[config.mk]
export PLATFORM = sky130hd
export DESIGN_NAME = spi_slave_param
export DESIGN_NICKNAME = d
export VERILOG_FILES = /design/src/rtl/shared_pkg.sv /design/src/rtl/spi_miso_shifter.sv /design/src/rtl/spi_slave_param.sv
export SDC_FILE = /design/constraint.sdc
export NUM_CORES = 1
export LEC_CHECK = 0
export ABC_CLOCK_PERIOD_IN_PS = 2650
export BUFFER_PORTS_ARGS = -buffer_cell sky130_fd_sc_hd__buf_2
export CELL_PAD_IN_SITES_DETAIL_PLACEMENT = 1
export CELL_PAD_IN_SITES_GLOBAL_PLACEMENT = 1
export CORE_UTILIZATION = 44
export CTS_CLUSTER_DIAMETER = 150
export CTS_CLUSTER_SIZE = 28
export DETAILED_ROUTE_END_ITERATION = 6
export PLACE_DENSITY = 0.75
export RECOVER_POWER = 25
export SLEW_MARGIN = 20
export SYNTH_ARGS = -nofsm -noshare
export SYNTH_HDL_FRONTEND = slang
export SYNTH_SLANG_ARGS = --single-unit
[constraint.sdc]
create_clock -name clk -period 2.65 [get_ports clk]
set_clock_uncertainty 0.2 [all_clocks]
set_input_delay 0.53 -clock clk [delete_from_list [all_inputs] [get_ports clk]]
set_output_delay 0.53 -clock clk [all_outputs]
set_load 0.005 [all_outputs]
[src/rtl/shared_pkg.sv]
// Shared types for the SPI-to-RAM slave path: FSM states and 2-bit command codes.
package shared_pkg;

  typedef enum logic [2:0] {IDLE, CHK_CMD, WRITE, READ_ADD, READ_DATA} spi_state_e;

  localparam logic [1:0] CMD_WR_ADDR = 2'b00;
  localparam logic [1:0] CMD_WR_DATA = 2'b01;
  localparam logic [1:0] CMD_RD_ADDR = 2'b10;
  localparam logic [1:0] CMD_RD_DATA = 2'b11;

  function automatic logic is_shift(input spi_state_e s);
    return (s == WRITE) || (s == READ_ADD) || (s == READ_DATA);
  endfunction

endpackage

[src/rtl/spi_miso_shifter.sv]
// Parallel-in/serial-out MISO shifter, MSB first; MISO idles at 0.
module spi_miso_shifter #(
  parameter int DATA_WIDTH = 8
) (
  input  logic                  clk,
  input  logic                  rst,
  input  logic                  load,
  input  logic                  abort,
  input  logic [DATA_WIDTH-1:0] din,
  output logic                  miso,
  output logic                  active,
  output logic                  done
);

  localparam int CW = $clog2(DATA_WIDTH + 1);

  logic [DATA_WIDTH-1:0] sr;
  logic [CW-1:0]         cnt;

  // done marks the edge where the last bit retires and MISO drops back to 0
  assign done = active && (cnt == '0);

  always_ff @(posedge clk) begin
    if (rst || abort) begin
      sr     <= '0;
      cnt    <= '0;
      miso   <= 1'b0;
      active <= 1'b0;
    end else if (load) begin
      sr     <= din << 1;
      miso   <= din[DATA_WIDTH-1];
      cnt    <= CW'(DATA_WIDTH - 1);
      active <= 1'b1;
    end else if (active) begin
      if (cnt == '0) begin
        miso   <= 1'b0;
        active <= 1'b0;
      end else begin
        miso <= sr[DATA_WIDTH-1];
        sr   <= sr << 1;
        cnt  <= cnt - 1'b1;
      end
    end
  end

endmodule

[src/rtl/spi_slave_param.sv]
// Parametrised SPI slave front end: MOSI frame -> {cmd,payload} word, RAM read data -> MISO.
// Optional frame_err output enabled by defining SPI_FRAME_ERR_EN.
module spi_slave_param import shared_pkg::*; #(
  parameter int DATA_WIDTH = 8,
  parameter int TX_TIMEOUT = 16
) (
  input  logic                  clk,
  input  logic                  rst,
  input  logic                  SS_n,
  input  logic                  MOSI,
  input  logic                  tx_valid,
  input  logic [DATA_WIDTH-1:0] tx_data,
  output logic                  MISO,
  output logic                  rx_valid,
  output logic [DATA_WIDTH+1:0] rx_data,
  output logic                  busy
`ifdef SPI_FRAME_ERR_EN
  ,
  output logic                  frame_err
`endif
);

  localparam int W  = DATA_WIDTH + 2;
  localparam int BW = $clog2(W + 1);
  localparam logic [BW-1:0] LAST    = BW'(W - 1);
  localparam logic [BW-1:0] FULL    = BW'(W);
  localparam logic [15:0]   TO_LAST = 16'(TX_TIMEOUT - 1);

  spi_state_e    state, nstate;
  logic [W-2:0]  sr;
  logic [BW-1:0] bcnt;
  logic [15:0]   wcnt;
  logic          wait_q, rd_addr_seen;
  logic          in_word, abort, timeout, load, sh_done, sh_active;

  assign busy    = (state != IDLE);
  assign abort   = SS_n && (state != IDLE);
  assign in_word = is_shift(state) && (bcnt != FULL);
  // tx_valid only matters inside the post-word wait window of a read-data frame
  assign load    = wait_q && !SS_n && tx_valid && !sh_active;
  assign timeout = wait_q && !SS_n && !tx_valid && (wcnt == TO_LAST);

  always_ff @(posedge clk) begin
    if (rst) state <= IDLE;
    else     state <= nstate;
  end

  always_comb begin
    nstate = state;
    case (state)
      IDLE:    if (!SS_n) nstate = CHK_CMD;
      CHK_CMD: nstate = MOSI ? (rd_addr_seen ? READ_DATA : READ_ADD) : WRITE;
      default: nstate = state;
    endcase
    if (abort) nstate = IDLE;
  end

  always_ff @(posedge clk) begin
    if (rst) begin
      sr           <= '0;
      bcnt         <= '0;
      wcnt         <= '0;
      wait_q       <= 1'b0;
      rd_addr_seen <= 1'b0;
      rx_valid     <= 1'b0;
      rx_data      <= '0;
    end else begin
      rx_valid <= 1'b0;
      if (abort) begin
        bcnt   <= '0;
        wcnt   <= '0;
        wait_q <= 1'b0;
      end else begin
        if (in_word) begin
          sr   <= {sr[W-3:0], MOSI};
          bcnt <= bcnt + 1'b1;
          if (bcnt == LAST) begin
            rx_data  <= {sr, MOSI};
            rx_valid <= 1'b1;
            wait_q   <= (state == READ_DATA);
          end
        end
        if (wait_q) begin
          if (load || timeout) wait_q <= 1'b0;
          else                 wcnt   <= wcnt + 1'b1;
        end
      end
      // a finished or timed-out read consumes the stored address; an abort does not
      if (!abort && in_word && (bcnt == LAST) && (state == READ_ADD))
        rd_addr_seen <= 1'b1;
      else if (timeout || sh_done)
        rd_addr_seen <= 1'b0;
    end
  end

`ifdef SPI_FRAME_ERR_EN
  always_ff @(posedge clk) begin
    if (rst) frame_err <= 1'b0;
    else     frame_err <= timeout ||
                          (abort && (in_word || (state == CHK_CMD) || (sh_active && !sh_done)));
  end
`endif

  spi_miso_shifter #(.DATA_WIDTH(DATA_WIDTH)) u_miso (
    .clk    (clk),
    .rst    (rst),
    .load   (load),
    .abort  (abort),
    .din    (tx_data),
    .miso   (MISO),
    .active (sh_active),
    .done   (sh_done)
  );

endmodule

* After elaboration in Yosys (flattened, before gate mapping) *
Index checks and enable logic that the tools add are counted.

storage, ports and cells
  output and inout port bits = 13
  input port bits = 13
  register bits after elaboration = 58
  word-level logic and storage cells = 87

operators by class
  bitwise logic cells = 4
  mux-type cells = 23
  add/subtract/negate cells = 3
  reduce and logical (&&, ||, !) cells = 35
  eq/ne operators = 9

operators with widths
  operator                                                             count
  8-bit two-way mux                                                    3
  3-bit two-way mux                                                    6
  16-bit by 1-bit adder with 16-bit output (second input constant)     1
  16-bit by 4-bit == test with 1-bit output (second input constant)    1
  1-bit two-way mux                                                    13
  1-bit logical AND                                                    11
  2-bit AND reduction                                                  5
  3-bit by 2-bit == test with 1-bit output (second input constant)     2
  3-bit case mux with 2 select lines                                   1
  2-bit nonzero test                                                   3
  1-bit logical OR                                                     5
  4-bit by 1-bit adder with 4-bit output (second input constant)       1
  4-bit == test (second input constant)                                1
  1-bit logical NOT                                                    4
  4-bit logical NOT                                                    1
  2-bit != test (second input constant)                                2
  4-bit != test (second input constant)                                1
  1-bit NOT                                                            4
  2-bit OR reduction                                                   2
  4-bit by 1-bit subtractor with 4-bit output (second input constant)  1
  3-bit by 1-bit == test with 1-bit output (second input constant)     1
  3-bit == test (second input constant)                                1
  3-bit logical NOT                                                    1
  3-bit AND reduction                                                  1
  other kinds (2)                                                      2

* Depth between registers and ports, before layout *
  depth after elaboration = 8
  depth in mapped cells = 7
  depth with buffers taken out = 7

* By module *
A second synthesis with hierarchy kept.

second synthesis, totals
  cell total of the unflattened synthesis = 300
  area, all modules = 2776.4 um2

modules (own cells, without submodules)
  module            times used  area each (um2)  cells an instance
  spi_slave_param   1           2137.0           225
  spi_miso_shifter  1           639.4            75

* Worst setup path before layout *
Ideal clock, no wire load.

  path type = input -> register
  start point = input port SS_n
  end point = register wcnt[1]
  data required time = 2.322 ns
  cell stages on the path = 5
  path slack = 0.781 ns
  library setup time = 0.128 ns
  data arrival time = 1.541 ns
  buffers on the path = 0
  path through = nor4bb_1 -> nand3_1 -> o21ai_0 -> mux2i_1 -> nor2_1

on the way
  cells in the longest elaborated chain, start to end = 7
  elaborated cells on any way between the ends = 11
  those cells by class = bitwise: 1; reduce/logical: 10

RTL lines
  element                                                    RTL line                                      RTL
  start: declaration                                         spi_slave_param.sv:9                          input logic SS_n,
  1-bit logical NOT                                          --
  1-bit logical AND                                          spi_slave_param.sv:40, spi_slave_param.sv:41
  1-bit logical AND, on equally long branches (2 in series)  spi_slave_param.sv:40, spi_slave_param.sv:41
  1-bit logical OR                                           spi_slave_param.sv:84                         if (load || timeout) wait_q <= 1'b0;
  1-bit NOT (no line)                                        --
  2-bit AND reduction (no line)                              --
  end signal: assignment                                     spi_slave_param.sv:85                         else wcnt <= wcnt + 1'b1;
  end: declaration                                           spi_slave_param.sv:32                         logic [15:0] wcnt;

Parallel ways exist; a longest one is shown, timed or not.
A chain may end at the register's enable or synchronous reset.

* Final worst setup path *
  start point = register wcnt[0]
  end point = register wcnt[1]

on the way
  cells in the longest elaborated chain, start to end = 5
  elaborated cells on any way between the ends = 6
  those cells by class = add/sub: 1; eq/ne: 1; bitwise: 1; reduce/logical: 3

RTL lines
  element
  branches (longest 5 deep; another with 16-bit by 1-bit adder with 16-bit output)

Parallel ways; which one is timed is not known.

==> impl_summary.txt <==
----------------------------------------------------
[Status]
  Status ... complete, no violations

[Synthesis]
  Post-synth design cell area ... 2460 µm²
  Post-synthesis async set-or-reset flop share ... 0
  Synth Instances ... 275
  Number of synthesized flops with an enable pin ... 0
  Portion of the post-synthesis area used by sequential elements ... 0.473
  Flip-flop and latch count after synthesis ... 58
  Synth Flop Type ... sky130_fd_sc_hd__dfxtp_1
  Number of different library cells in the post-synthesis netlist ... 39
  Number of nets produced by synthesis ... 294
  Warning count from the yosys run ... 0
  Synth Area per Inst ... 8.94 µm²

[Route]
  Total met3 wirelength after detailed routing ... 141 µm
  Pre-antenna DRT Iters ... 4
  Vias/cell ... 5.31
  Via count ... 2024
  Top sig layer ... met4
  Sum of met2 wire segment lengths after detailed routing ... 2580 µm
  Post-route DRC ... 0
  Wire length per cell ... 14.1 µm
  Count of nets left with antenna violations after detail routing ... 0
  Length of routed wiring on met1 ... 2560 µm
  Initial DRC Count ... 60
  Total detailed-routing wirelength ... 5370 µm

[Global route]
  Global-route wire length before repair ... 9400 µm
  Total congestion overflow ... 0
  Aggregate global-route resource usage ... 0.201
  Largest net degree at the start of global routing ... 24
  Initial antenna violation count ... 0
  Number of global-route vias before repair ... 2126

[Pwr]
  Cell Int Power ... 1.26 mW
  Maximum resistive drop on vdd ... 0.344 mV
  Switching fraction of total power ... 0.246
  Fraction of power consumed by the clock network ... 0.426
  Power density cells ... 591 nW/µm²
  Reg power frac ... 0.529
  Combinational fraction of design power ... 0.045
  Leakage power ... 1.11 nW
  Net switching power ... 412 µW

[Setup path]
  Setup crit end kind ... flip-flop
  Worst setup path class ... flip-flop to flip-flop
  Logic depth of the worst register-to-register path ... 6
  Flop-to-flop setup slack ... 0.38 ns
  Launching point of the worst reg2reg path ... wcnt[0]
  Gate family responsible for the most delay along the worst path ... simple AND/OR/NAND/NOR gates
  Buf+Inv Stages, Crit Path ... 0
  CP startpoint kind ... flip-flop
  Cells traversed along the worst timing path ... ha_1 -> nor4bb_1 -> nand3_1 -> o21ai_0 -> mux2i_1 -> nor2_1
  Critical Path Max Stage Delay ... 0.49 ns
  Reg2reg end ... wcnt[1]
  Maximum fanout count along the critical path ... 4
  Critical-path cell with the highest stage delay ... sky130_fd_sc_hd__o21ai_0
  Worst endpoint required time ... 2.67 ns
  Worst EP arrival ... 2.29 ns

[Clocking]
  Root Buffer ... sky130_fd_sc_hd__clkbuf_8
  Hold bufs inserted after CTS ... 0
  # H-tree levels ... 3
  Maximum clock path buffer count ... 2
  CTS clk-pin slew, worst paths ... 0.07 ns
  Clock sink total ... 58
  Post-cts gate resize count ... 0
  Postcts setup bufs ... 0
  CTS tree ... yes
  Worst-Skew Late Latency ... 0.33 ns
  Cts bufs inserted ... 9

[Cells and area]
  Area Growth Syn to Fin ... 15.1%
  Leading cell types in the layout, fill and taps excluded ... sky130_fd_sc_hd__dfxtp_1 (58), sky130_fd_sc_hd__nor2_1 (41), sky130_fd_sc_hd__nand2_1 (29)
  Count of nets after finishing ... 325
  Total non-filler cell area in the finished layout ... 2830 µm²
  Most common cell after layout, fill and taps aside ... sky130_fd_sc_hd__dfxtp_1
  Number of antenna diodes ... 0
  Layout cells sized above 1 ... 0.158

[STA]
  Max Transition Viols Final ... 0
  Worst slew slack as a fraction of its limit ... 0.602
  F_max ... 441 MHz
  Total Negative Setup Slacks ... 0 ns
  Total count of hold-check failures in the final report ... 0
  Unrepaired setup endpoints after global routing ... no
  Final-report setup violation count ... 0
  Tightest Pin Transition ... 0.595 ns
  Worst Setup Slack, final ... 0.382 ns
  Final critical-path share of the clock period ... 0.856
  Final period demand of the worst path ... 2.27 ns

[Floorplan]
  Overall die area ... 5890 µm²
  Width of the die ... 76.7 µm
  Initial cell density of the core ... 0.469
  Area of the core region ... 5240 µm²
  Vert. Die Dim ... 76.7 µm
  Standard-cell rows ... 26
  IO Count ... 26

[Place]
  Placer Congestion ... 0.725
  Setup WS pre-CTS ... 0.286 ns
  DPL Wire Length ... 3770 µm
  Count of port buffers added during placement ... 25
  Post-detailed-placement cell area ... 2670 µm²

[Job]
  Total of max-cap violations ... 0

[Min path]
  Capture endpoint of the worst hold path ... state[0]
  Hold-critical path depth ... 2
  Launch point of the worst hold path ... SS_n
  Worst min-delay path class ... primary input to flip-flop

----------------------------------------------------
registers in the layout (all words and copies together) (netlist names):
name,cells
u_miso.sr,7
wait_q,1
bcnt,4
wcnt,16
u_miso.active,1
rx_valid,1
u_miso.miso,1
u_miso.cnt,4
sr,9
state,3
rx_data,10
rd_addr_seen,1
synth_stat cells (2+ instances only):
cell type / count / share of area
sky130_fd_sc_hd__or3_1: 3 / 0.0076
sky130_fd_sc_hd__o21ai_0: 5 / 0.010
sky130_fd_sc_hd__dfxtp_1: 58 / 0.47
sky130_fd_sc_hd__inv_1: 8 / 0.012
sky130_fd_sc_hd__clkbuf_1: 6 / 0.0092
sky130_fd_sc_hd__xnor2_1: 6 / 0.021
sky130_fd_sc_hd__a22oi_1: 7 / 0.021
sky130_fd_sc_hd__nor2b_1: 3 / 0.0076
sky130_fd_sc_hd__nand4_1: 5 / 0.013
sky130_fd_sc_hd__a211oi_1: 2 / 0.0061
sky130_fd_sc_hd__nor4_1: 4 / 0.010
sky130_fd_sc_hd__nand3_1: 17 / 0.035
sky130_fd_sc_hd__nor3_1: 7 / 0.014
sky130_fd_sc_hd__nand2_1: 29 / 0.044
sky130_fd_sc_hd__nand2b_1: 2 / 0.0051
sky130_fd_sc_hd__ha_1: 6 / 0.031
sky130_fd_sc_hd__a21oi_1: 20 / 0.041
sky130_fd_sc_hd__xor2_1: 12 / 0.043
sky130_fd_sc_hd__mux2i_1: 12 / 0.049
sky130_fd_sc_hd__nor2_1: 41 / 0.063
sky130_fd_sc_hd__buf_2: 4 / 0.0081
layout make-up:
cell class | instances | area [µm²]
Tap cell | 70 | 87.6
Sequential cell | 58 | 1160
Inverter | 8 | 30.0
Clock inverter | 5 | 30.0
Fill cell | 651 | 2410
Timing Repair Buffer | 31 | 163
Multi-Input combinational cell | 198 | 1220
Clock buffer | 11 | 141
power by group through the flow:
stage               sequential (mW)  combinational, mW  clock, mW
floorplan                     0.902             0.0493          0
global placement              0.904             0.0760          0
detailed placement            0.905             0.0777          0
CTS                           0.885             0.0784      0.732
global route                  0.885             0.0854      0.771
finish                        0.885             0.0754      0.712
worst max-delay path by stage:
stage,depth (start not counted),from,endpoint
3_3_place_gp,6,SS_n,wcnt[1]
5_1_grt,6,wcnt[0],wcnt[1]
4_1_cts,6,wcnt[0],wcnt[1]
3_5_place_dp,6,SS_n,wcnt[1]
6_report,6,wcnt[0],wcnt[1]
2_1_floorplan,5,SS_n,wcnt[1]
metal layers:
layer	vias to the layer above	track usage
met2	26	0.333
met3	8	0.0476
met4	0	0.108
li1	1012	-
met1	978	0.239
met5	-	0
kinds of logic after synthesis:
logic type                 share of synthesized area
DFF                                            0.473
muxes                                         0.0550
and+or+nand+nor                                0.244
xor gates and xnor gates                      0.0642
buffers and inverters                         0.0326
adders and majority gates                     0.0305
AOI/OAI and AO/OA                              0.101
stage by stage:
| stage | hold slack (ns) | power, mW | std cells | utilization |
|---|---|---|---|---|
| after global placement | 0.245 | 0.980 | 365 | 0.509 |
| final | 0.254 | 1.67 | 381 | 0.540 |
| after CTS | 0.239 | 1.70 | 381 | 0.542 |
| after global routing | 0.244 | 1.74 | 381 | 0.540 |
| after detailed placement | 0.253 | 0.982 | 365 | 0.509 |
| after floorplan | 0.236 | 0.952 | 275 | - |
Power figures use the tool's default switching activity.
